`src/rtl/forward_hazard_ctrl_pkg.sv`:
```
// Shared pipeline constants: EX operand mux select encodings used by the
// hazard controller and by the CPU top that owns the operand muxes.
package forward_hazard_ctrl_pkg;

    typedef enum logic [1:0] {
        FWD_RF  = 2'b00,
        FWD_WB  = 2'b01,
        FWD_MEM = 2'b10
    } fwd_sel_t;

endpackage

```
`src/rtl/forward_hazard_ctrl_fwd_sel.sv`:
```
// Per-operand forwarding select: compares one EX source register against the
// MEM and WB destinations, with the younger (MEM) result winning.
module fwd_sel
    import forward_hazard_ctrl_pkg::*;
#(
    parameter int REG_W = 5
) (
    input  logic             ex_valid,
    input  logic [REG_W-1:0] ex_src,
    input  logic             mem_valid,
    input  logic             mem_regwrite,
    input  logic [REG_W-1:0] mem_rd,
    input  logic             wb_valid,
    input  logic             wb_regwrite,
    input  logic [REG_W-1:0] wb_rd,
    output fwd_sel_t         sel
);

    logic mem_hit;
    logic wb_hit;

    // r0 is hard-wired zero, so a write to it is never a forwarding source.
    assign mem_hit = mem_valid && mem_regwrite && (mem_rd != '0) && (mem_rd == ex_src);
    assign wb_hit  = wb_valid && wb_regwrite && (wb_rd != '0) && (wb_rd == ex_src);

    always_comb begin
        sel = FWD_RF;
        if (ex_valid) begin
            if (mem_hit) begin
                sel = FWD_MEM;
            end else if (wb_hit) begin
                sel = FWD_WB;
            end
        end
    end

endmodule

```
`src/rtl/forward_hazard_ctrl.sv`:
```
// Forwarding and load-use hazard control: tracks the instructions in EX, MEM
// and WB, selects EX operand sources, and stalls IF/ID on a load-use pair.
module forward_hazard_ctrl
    import forward_hazard_ctrl_pkg::*;
#(
    parameter int REG_W = 5,
    parameter int CNT_W = 16
) (
    input  logic             clk_i,
    input  logic             rst_i,
    input  logic             id_valid_i,
    input  logic [REG_W-1:0] id_rs_i,
    input  logic [REG_W-1:0] id_rt_i,
    input  logic [REG_W-1:0] id_rd_i,
    input  logic             id_regwrite_i,
    input  logic             id_memread_i,
    input  logic             flush_i,
    output logic [1:0]       fwd_a_o,
    output logic [1:0]       fwd_b_o,
    output logic             stall_o,
    output logic             pc_write_o,
    output logic             ifid_write_o,
    output logic [CNT_W-1:0] stall_cnt_o
);

    typedef struct packed {
        logic             valid;
        logic [REG_W-1:0] rs;
        logic [REG_W-1:0] rt;
        logic [REG_W-1:0] rd;
        logic             regwrite;
        logic             memread;
    } entry_t;

    localparam logic [CNT_W-1:0] CNT_ONE = {{(CNT_W-1){1'b0}}, 1'b1};

    entry_t           ex_q;
    entry_t           mem_q;
    entry_t           wb_q;
    entry_t           ex_d;
    logic [CNT_W-1:0] stall_cnt_q;
    logic             ex_load_pending;
    fwd_sel_t         sel_a;
    fwd_sel_t         sel_b;
    logic             unused_fields;

    assign ex_load_pending = ex_q.valid && ex_q.memread && ex_q.regwrite && (ex_q.rd != '0);

    assign stall_o = id_valid_i && ex_load_pending &&
                     ((ex_q.rd == id_rs_i) || (ex_q.rd == id_rt_i));

    assign pc_write_o   = ~stall_o;
    assign ifid_write_o = ~stall_o;

    // A flush discards the ID instruction even while a stall is reported.
    always_comb begin
        ex_d = '0;
        if (id_valid_i && !stall_o && !flush_i) begin
            ex_d.valid    = 1'b1;
            ex_d.rs       = id_rs_i;
            ex_d.rt       = id_rt_i;
            ex_d.rd       = id_rd_i;
            ex_d.regwrite = id_regwrite_i;
            ex_d.memread  = id_memread_i;
        end
    end

    always_ff @(posedge clk_i or negedge rst_i) begin
        if (!rst_i) begin
            ex_q  <= '0;
            mem_q <= '0;
            wb_q  <= '0;
        end else begin
            ex_q  <= ex_d;
            mem_q <= ex_q;
            wb_q  <= mem_q;
        end
    end

    always_ff @(posedge clk_i or negedge rst_i) begin
        if (!rst_i) begin
            stall_cnt_q <= '0;
        end else if (stall_o && (stall_cnt_q != '1)) begin
            stall_cnt_q <= stall_cnt_q + CNT_ONE;
        end
    end

    assign stall_cnt_o = stall_cnt_q;

    fwd_sel #(.REG_W(REG_W)) u_fwd_a (
        .ex_valid     (ex_q.valid),
        .ex_src       (ex_q.rs),
        .mem_valid    (mem_q.valid),
        .mem_regwrite (mem_q.regwrite),
        .mem_rd       (mem_q.rd),
        .wb_valid     (wb_q.valid),
        .wb_regwrite  (wb_q.regwrite),
        .wb_rd        (wb_q.rd),
        .sel          (sel_a)
    );

    fwd_sel #(.REG_W(REG_W)) u_fwd_b (
        .ex_valid     (ex_q.valid),
        .ex_src       (ex_q.rt),
        .mem_valid    (mem_q.valid),
        .mem_regwrite (mem_q.regwrite),
        .mem_rd       (mem_q.rd),
        .wb_valid     (wb_q.valid),
        .wb_regwrite  (wb_q.regwrite),
        .wb_rd        (wb_q.rd),
        .sel          (sel_b)
    );

    assign fwd_a_o = sel_a;
    assign fwd_b_o = sel_b;

    // Source fields of older entries are tracked for visibility but not consumed.
    assign unused_fields = ^{mem_q.rs, mem_q.rt, mem_q.memread,
                             wb_q.rs, wb_q.rt, wb_q.memread};

endmodule

```
`config.mk`:
```
export PLATFORM = sky130hd
export DESIGN_NAME = forward_hazard_ctrl
export DESIGN_NICKNAME = d
export VERILOG_FILES = /design/src/rtl/forward_hazard_ctrl_pkg.sv /design/src/rtl/forward_hazard_ctrl_fwd_sel.sv /design/src/rtl/forward_hazard_ctrl.sv
export SDC_FILE = /design/constraint.sdc
export NUM_CORES = 1
export LEC_CHECK = 0
export ABC_AREA = 1
export BUFFER_PORTS_ARGS = -buffer_cell sky130_fd_sc_hd__buf_4
export CELL_PAD_IN_SITES_DETAIL_PLACEMENT = 0
export CELL_PAD_IN_SITES_GLOBAL_PLACEMENT = 2
export CORE_MARGIN = 1
export CORE_UTILIZATION = 34
export CTS_BUF_LIST = sky130_fd_sc_hd__clkbuf_4
export CTS_CLUSTER_DIAMETER = 80
export DETAILED_ROUTE_END_ITERATION = 8
export PLACE_DENSITY = 0.89
export SLEW_MARGIN = 20
export SYNTH_ARGS = -nofsm -noshare
export SYNTH_HDL_FRONTEND = slang
export SYNTH_SLANG_ARGS = --single-unit
```
`constraint.sdc`:
```
create_clock -name clk_i -period 2.2 [get_ports clk_i]
set_clock_uncertainty 0.05 [all_clocks]
set_input_delay 0.11 -clock clk_i [delete_from_list [all_inputs] [get_ports clk_i]]
set_output_delay 0.11 -clock clk_i [all_outputs]
set_load 0.01 [all_outputs]
```
Word-level counts from Yosys, hierarchy flattened --
Index checks and enable logic that the tools add are counted.
Operators by class: $add $sub $neg 1, eq/ne operators 7, multiplexer cells 7, bitwise gates (word level) 1, reductions and logical operators 22
Operators with widths (count):
- 5-bit == test | 6
- 18-bit two-way mux | 1
- 16-bit by 1-bit adder with 16-bit output (second input constant) | 1
- 1-bit logical AND | 16
- 16-bit != test (second input constant) | 1
- 5-bit nonzero test | 3
- 2-bit two-way mux | 4
- 1-bit zero test | 2
- 1-bit two-way mux | 2
- 1-bit logical OR | 1
- 1-bit NOT | 1
Storage, ports and cells: bits in registers 48

Longest topological paths before layout --
Gate-level depths: netlist of run 1.
depth in word-level cells 9, gate-level depth with buffers 10, gate-level depth less buffers 9

Hierarchy --
Synthesis of run 1 repeated with hierarchy kept, for this count alone.
Second synthesis, totals: cell total of the unflattened synthesis 385, area, all modules 2711.4 µm²
Modules (own cells, without submodules):
- forward_hazard_ctrl | times used 1, cells an instance 271, area an instance 2238.4 µm²
- fwd_sel | times used 2, cells an instance 57, area an instance 236.5 µm²

Least setup slack after synthesis of run 1 --
OpenSTA, ideal clock, no wires.
path type register -> register, from register stall_cnt_q[0] (netlist: stall_cnt_o[0]), to register stall_cnt_q[5] (netlist: stall_cnt_o[5]), library setup time 0.066 ns, arrival time 1.527 ns, required time 2.084 ns, setup slack 0.557 ns, stages on the path, launching flop included 9, cells stage by stage dfrtp_1 -> ha_1 -> nand3_4 -> nor2_8 -> nand4_4 -> nand3_2 -> buf_6 -> nand2_1 -> nand2_1
On the way: longest elaborated chain between the ends 2, elaborated cells on any way between the ends 3, those cells by class add/sub: 1; eq/ne: 1; reduce/logical: 1
RTL lines:
- start, declared | line forward_hazard_ctrl.sv:41 | logic [CNT_W-1:0] stall_cnt_q;
- start signal, assigned | line forward_hazard_ctrl.sv:84 | stall_cnt_q <= stall_cnt_q + CNT_ONE;
- parallel branches: the longest is 2 deep, another holds 16-bit by 1-bit adder with 16-bit output
Several ways; the timed one is not identified. A chain may end at the register's enable or synchronous reset.

Worst setup path in the final report of run 1 --
from register ex_q[17] in the netlist's numbering, to output port stall_o
On the way: longest elaborated chain between the ends 5
RTL lines:
- start, declared | line forward_hazard_ctrl.sv:37 | entry_t ex_q;
- start signal, assigned | line forward_hazard_ctrl.sv:70 | ex_q <= '0;
- start signal, assigned | line forward_hazard_ctrl.sv:74 | ex_q <= ex_d;
- 1-bit logical AND (3 in a row) | line forward_hazard_ctrl.sv:47 | assign ex_load_pending = ex_q.valid && ex_q.memread && ex_q.regwrite && (ex_q.rd != '0);
- 1-bit logical AND (2 in a row) | line forward_hazard_ctrl.sv:49 | assign stall_o = id_valid_i && ex_load_pending &&
- end, declared | line forward_hazard_ctrl.sv:20 | output logic stall_o,
Every way passes these cells.

==> key figures, run 1 <==
Outcome
  – Status: complete, no violations

Route
  – DR pass1 iterations: 4
  – Routed len/inst: 12.2 um
  – DRC violations left: 0
  – Vias/cell: 4.53
  – Via count: 2,191
  – Antenna viol nets, final: 0
  – Final WL: 5920 um
  – DRT iter0 DRCs: 103

Min path
  – Hold endpoint: ex_q[11]
  – Worst hold stages: 4
  – Min-delay worst type: in -> reg
  – Hold_sp: flush_i

Flow run
  – Max-Cap Viols: 0

Die
  – Initial core utilization: 0.352
  – Rows: 31
  – Die Area: 0.00787 mm^2
  – Width of the die: 88.7 um
  – # IOs: 44
  – Die Ht: 88.7 um
  – Core ar.: 0.00725 mm^2

STA
  – Slew Limit Fails: 0
  – # setup viols final: 0
  – Highest clock rate: 0.504 GHz
  – Worst Tran Pin Value: 600 ps
  – Fin Hold WS: 72.4 ps
  – Unrepaired setup endpoints after global routing: false
  – Sum Neg Setup Slack: 0 ps
  – Max-Slew Margin vs Limit: 0.600
  – Final hold violation count: 0
  – Min Tclk post-route: 1980 ps
  – Crit share post-route: 0.901
  – Post-route setup slack: 218 ps

Yosys
  – Top-count cell post-synth: nand2_1
  – Yosys reg bits: 48
  – Top-area cell type share of the netlist area: 0.470
  – Async set-reset flop share out of synthesis: 1.00
  – Synthesis warning total: 0
  – Top cell type by total area after synthesis: dfrtp_1
  – Register area share after synthesis: 0.470
  – Post-synth top cells: nand2_1 (92), dfrtp_1 (48), nor2_1 (41), inv_1 (40), nand4_1 (24)
  – Top post-synthesis cells by area: dfrtp_1 (47%), nand2_1 (14%), nor2_1 (6.0%)
  – Number of synthesized flops with an enable pin: 0
  – Netlist Area Pre-Place: 0.00255 mm^2
  – Mapped Cells: 319
  – Post-synthesis cell type count: 28
  – Ys flop type: dfrtp_1
  – Syn Nets: 341
  – Mean post-synth cell area: 8.01 um^2

Layout
  – Non-Filler Instances: 484
  – Final nets: 406
  – Area growth syn-to-layout: 27.0%
  – Share of layout cells above drive strength 1: 0.171
  – Diode count: 0

Clock tree
  – CTS tree: yes
  – CTS root buf: clkbuf_4
  – Clk_lat worst skew: 370 ps
  – Reg clk slew, reported paths: 150 ps
  – Post-CTS sizing: 0
  – CTS sink cnt: 48
  – CTS Buf Count: 5
  – Clk buf depth: 2
  – CTS H-tree lvls: 2

Global routing
  – First-pass GRT wire length: 9670 um
  – Largest net degree at the start of global routing: 49
  – Gr ovfl total: 0
  – Number of global-route vias before repair: 2,032
  – Initial antenna violation count: 0
  – Total track usage: 0.164

Placed design
  – Hpwl dp: 4290 um
  – I/O Buffers: 43
  – Placer Congestion: 0.799
  – Cell count after placement: 458
  – Worst slack, placed: 320 ps

Worst setup path
  – Reg2reg path depth: 7
  – Crit path max fanout: 18
  – Worst setup path class: reg -> out
  – Worst r2r dst: stall_cnt_o[1]
  – Critical path data required time: 2040 ps
  – CP endpoint kind: output port
  – R2r startpoint: stall_cnt_o[0]
  – R2R setup slack: 290 ps
  – Critical Path Source Type: register
  – Arrival @ worst endpoint: 1820 ps

Pwr
  – LEAKAGE: 1.74 nW
  – Pwr dens: 504 mW/mm^2
  – Design Power: 0.00164 W
  – Worst VDD drop: 0.268 mV
## metal layers
metal	track usage	wire length (um)	vias up
met4	0.0587	104	0
met1	0.229	2820	998
met5	0	0	-
li1	-	-	1135
met2	0.256	2720	50
met3	0.0289	278	8
## timing repair
| action | in CTS | in global routing |
|---|---|---|
| hold buffers | 18 | 0 |
| hold endpoints to repair | 65 | 0 |
| buffers inserted | 0 | 0 |
| endpoints found under the setup margin | 0 | 0 |
## area by class of cell
type                            instances  area, um^2
Timing Repair Buffer                   64         526
Tap cell                               99         124
Clock buffer                            5        37.5
Sequential cell                        48        1200
Clock inverter                          3        46.3
Inverter                               43         161
Fill cell                             749        4010
Multi-Input combinational cell        222        1150
## worst max-delay path by stage
stage	start	to	slack, ps	depth (start not counted)
CTS	ex_q[17]	stall_o	170	7
finish	ex_q[17]	stall_o	220	7
floorplan	stall_cnt_o[0]	stall_cnt_o[5]	560	8
global placement	stall_cnt_o[0]	stall_cnt_o[15]	390	7
global route	ex_q[17]	stall_o	50	7
detailed placement	stall_cnt_o[0]	stall_cnt_o[9]	320	7
## flip-flops by register name, indices dropped and copies added (netlist names)
signal       flops
stall_cnt_o     16
wb_q             7
ex_q            18
mem_q            7
## through the flow
step / area [um^2] / util
floorplan: 2550 / -
global placement: 2980 / 0.411
detailed placement: 2980 / 0.411
CTS: 3240 / 0.447
global route: 3240 / 0.447
finish: 3240 / 0.447
## placed cells by master (no fill, tap or decap), types with 2 or more instances in the layout
master,instances
inv_1,40
nand4_1,24
xnor2_1,17
nor3_1,5
o21ai_0,3
a21oi_1,3
xor2_1,9
clkbuf_4,5
nor4_1,2
inv_2,3
dfrtp_1,48
dlygate4sd3_1,18
nor2_1,41
nand3_1,15
buf_4,46
nand2_1,92
## where the power goes
part	switching, W	internal (W)
logic	0.0000835	0.0000845
clock network	0.000296	0.000243
registers	0.0000237	0.000905
## logic make-up (layout without fill, tap and decap cells)
group	after synthesis	in the layout	share of synthesized area
buf+inv	49	115	0.0803
simple gates	188	188	0.341
compound gates	7	7	0.0147
flops	48	48	0.470
fa+ha+maj	1	1	0.00490
xor+xnor	26	26	0.0891
## critical path: stages, from the launching register on
cell and delay [ps]:
dfrtp_1 480, nand2_1 80, nor2_1 110, o21ai_0 100, inv_2 270, nand2_1 210
inv_1 90, buf_4 110
Power figures use the tool's default switching activity.
==> run 2, diff against run 1 <==
--- a/config.mk
+++ b/config.mk
@@ -14,7 +14,7 @@
 export CTS_BUF_LIST = sky130_fd_sc_hd__clkbuf_4
 export CTS_CLUSTER_DIAMETER = 80
 export DETAILED_ROUTE_END_ITERATION = 8
-export PLACE_DENSITY = 0.89
+export PLACE_DENSITY = 0.78
 export SLEW_MARGIN = 20
 export SYNTH_ARGS = -nofsm -noshare
 export SYNTH_HDL_FRONTEND = slang
==> run 2 against run 1 <==
  * Clock-buffer cell count unchanged
  * Cell area increased by 1.1%
  * First-iteration DRC count decreased by 7.8%
  * Sequential share of layout area decreased by 0.41 points
  * Routed wire length increased by 4.1%
  * Largest power group unchanged
==> key figures, run 2 (synthesized netlist as in run 1, its figures left out) <==
Outcome
  – Status: complete, no violations

Worst setup path
  – R2r startpoint: stall_cnt_o[0]
  – Worst path top cell family by delay: simple AND/OR/NAND/NOR gates
  – Worst setup path class: reg -> out
  – CP endpoint kind: output port
  – Critical Path Source Type: register
  – R2R setup slack: 310 ps
  – Critical path data required time: 2040 ps
  – Crit path max fanout: 9
  – CP bufs+invs: 3
  – CP most frequent cell: nand2_1
  – Highest-delay cell along the critical path: dfrtp_1
  – CP cell instances: inv_2 > nand2_1 > nand2_1 > nor2_1 > nand3_1 > nand2_2 > nand2_1 > inv_1 > buf_4
  – Arrival @ worst endpoint: 1800 ps
  – Launch point of the worst path: ex_q[3]
  – CP max stage delay: 460 ps

Clock tree
  – Clk_lat worst skew: 370 ps
  – Post-CTS sizing: 0
  – CTS root buf: clkbuf_4
  – Reg clk slew, reported paths: 150 ps
  – Clk buf depth: 2
  – CTS sink cnt: 48
  – CTS H-tree lvls: 2
  – CTS tree: yes
  – CTS Buf Count: 5

Pwr
  – Pwr dens: 501 mW/mm^2
  – Worst VDD drop: 0.213 mV
  – Clk network pwr share: 0.332
  – Switch share: 0.250
  – Combinational power share: 0.103
  – NetSw: 0.000411 W
  – LEAKAGE: 1.76 nW
  – Design Power: 0.00164 W
  – Internal power: 0.00123 W
  – Share of power burned in registers: 0.565

Global routing
  – Initial antenna violation count: 0
  – Number of global-route vias before repair: 2,145
  – First-pass GRT wire length: 10,300 um
  – Total track usage: 0.176
  – Gr ovfl total: 0
  – Largest net degree at the start of global routing: 49

STA
  – Highest clock rate: 0.509 GHz
  – Crit share post-route: 0.893
  – Max-Slew Margin vs Limit: 0.607
  – Unrepaired setup endpoints after global routing: false
  – # setup viols final: 0
  – Sum Neg Setup Slack: 0 ps
  – Slew Limit Fails: 0
  – Post-route setup slack: 236 ps
  – Worst Tran Pin Value: 589 ps
  – Final hold violation count: 0
  – Min Tclk post-route: 1960 ps

Placed design
  – Area after DPL: 0.00299 mm^2
  – I/O Buffers: 43
  – Placer Congestion: 0.747
  – Hpwl dp: 4500 um
  – Worst slack, placed: 343 ps

Layout
  – Final nets: 409
  – Fin area: 0.00328 mm^2
  – Area growth syn-to-layout: 28.4%
  – Share of layout cells above drive strength 1: 0.178
  – Most flop-heavy register: ex_q
  – Max FFs per register: 18
  – Commonest non-fill, non-tap cells in the layout: nand2_1 (92), dfrtp_1 (48), buf_4 (48)
  – Diode count: 0
  – Commonest non-fill, non-tap cell in the layout: nand2_1

Die
  – # IOs: 44
  – Width of the die: 88.7 um
  – Core ar.: 0.00725 mm^2
  – Rows: 31
  – Die Area: 0.00787 mm^2
  – Initial core utilization: 0.352
  – Die Ht: 88.7 um

Route
  – Routed len/inst: 12.6 um
  – Vias/cell: 4.44
  – Final WL: 6160 um
  – DRC violations left: 0
  – Via count: 2,161
  – Antenna viol nets, final: 0
  – DRT iter0 DRCs: 95
  – DR pass1 iterations: 4

Flow run
  – Max-Cap Viols: 0

Min path
  – Min-delay worst type: in -> reg
  – Hold_sp: flush_i
-- run 2: power by group through the flow --
stage | Sequential [W] | Clock [W] | Combinational, W
2_1_floorplan | 0.000940 | 0 | 0.0000805
3_3_place_gp | 0.000946 | 0 | 0.000147
3_5_place_dp | 0.000947 | 0 | 0.000146
4_1_cts | 0.000930 | 0.000569 | 0.000173
5_1_grt | 0.000934 | 0.000607 | 0.000193
6_report | 0.000929 | 0.000545 | 0.000170
-- run 2: timing repair --
item,in CTS,in global routing
setup buffers,0,2
hold buffers,18,0
setup endpoints to repair,0,3
endpoints found under the hold margin,65,0
-- run 2: final timing paths --
check / to / depth (start not counted)
setup / recovery: stall_o / 9
max in group asynchronous: wb_q[2] / 2
setup reg to reg: stall_cnt_o[8] / 7
hold / removal: ex_q[1] / 4
min in group asynchronous: stall_cnt_o[6] / 2
hold reg to reg: mem_q[1] / 0
-- run 2: metrics by stage --
| step | hold WS [ps] | std cells | util |
|---|---|---|---|
| finish | 77.0 | 487 | 0.452 |
| global route | 83.2 | 487 | 0.452 |
| CTS | 71.0 | 485 | 0.449 |
| detailed placement | 117 | 459 | 0.412 |
| global placement | 113 | 459 | 0.412 |
| floorplan | -236 | 319 | - |
-- run 2: worst min-delay path, stage by stage --
cell and delay, ps:
buf_4 80, nor2_1 50, nand2_4 180, nor2_1 60
-- run 2: cell type report --
cell class | count | area, um^2
Sequential cell | 48 | 1200
Multi-Input combinational cell | 222 | 1150
Clock buffer | 5 | 37.5
Fill cell | 742 | 3970
Clock inverter | 3 | 47.5
Timing Repair Buffer | 67 | 561
Tap cell | 99 | 124
Inverter | 43 | 161
-- run 2: routing by layer --
metal	global-route usage	up-vias	part of all wire
met3	0.0308	2	0.033
li1	-	1139	-
met4	0.0484	0	0.00065
met1	0.252	972	0.52
met2	0.273	48	0.45
met5	0	-	0
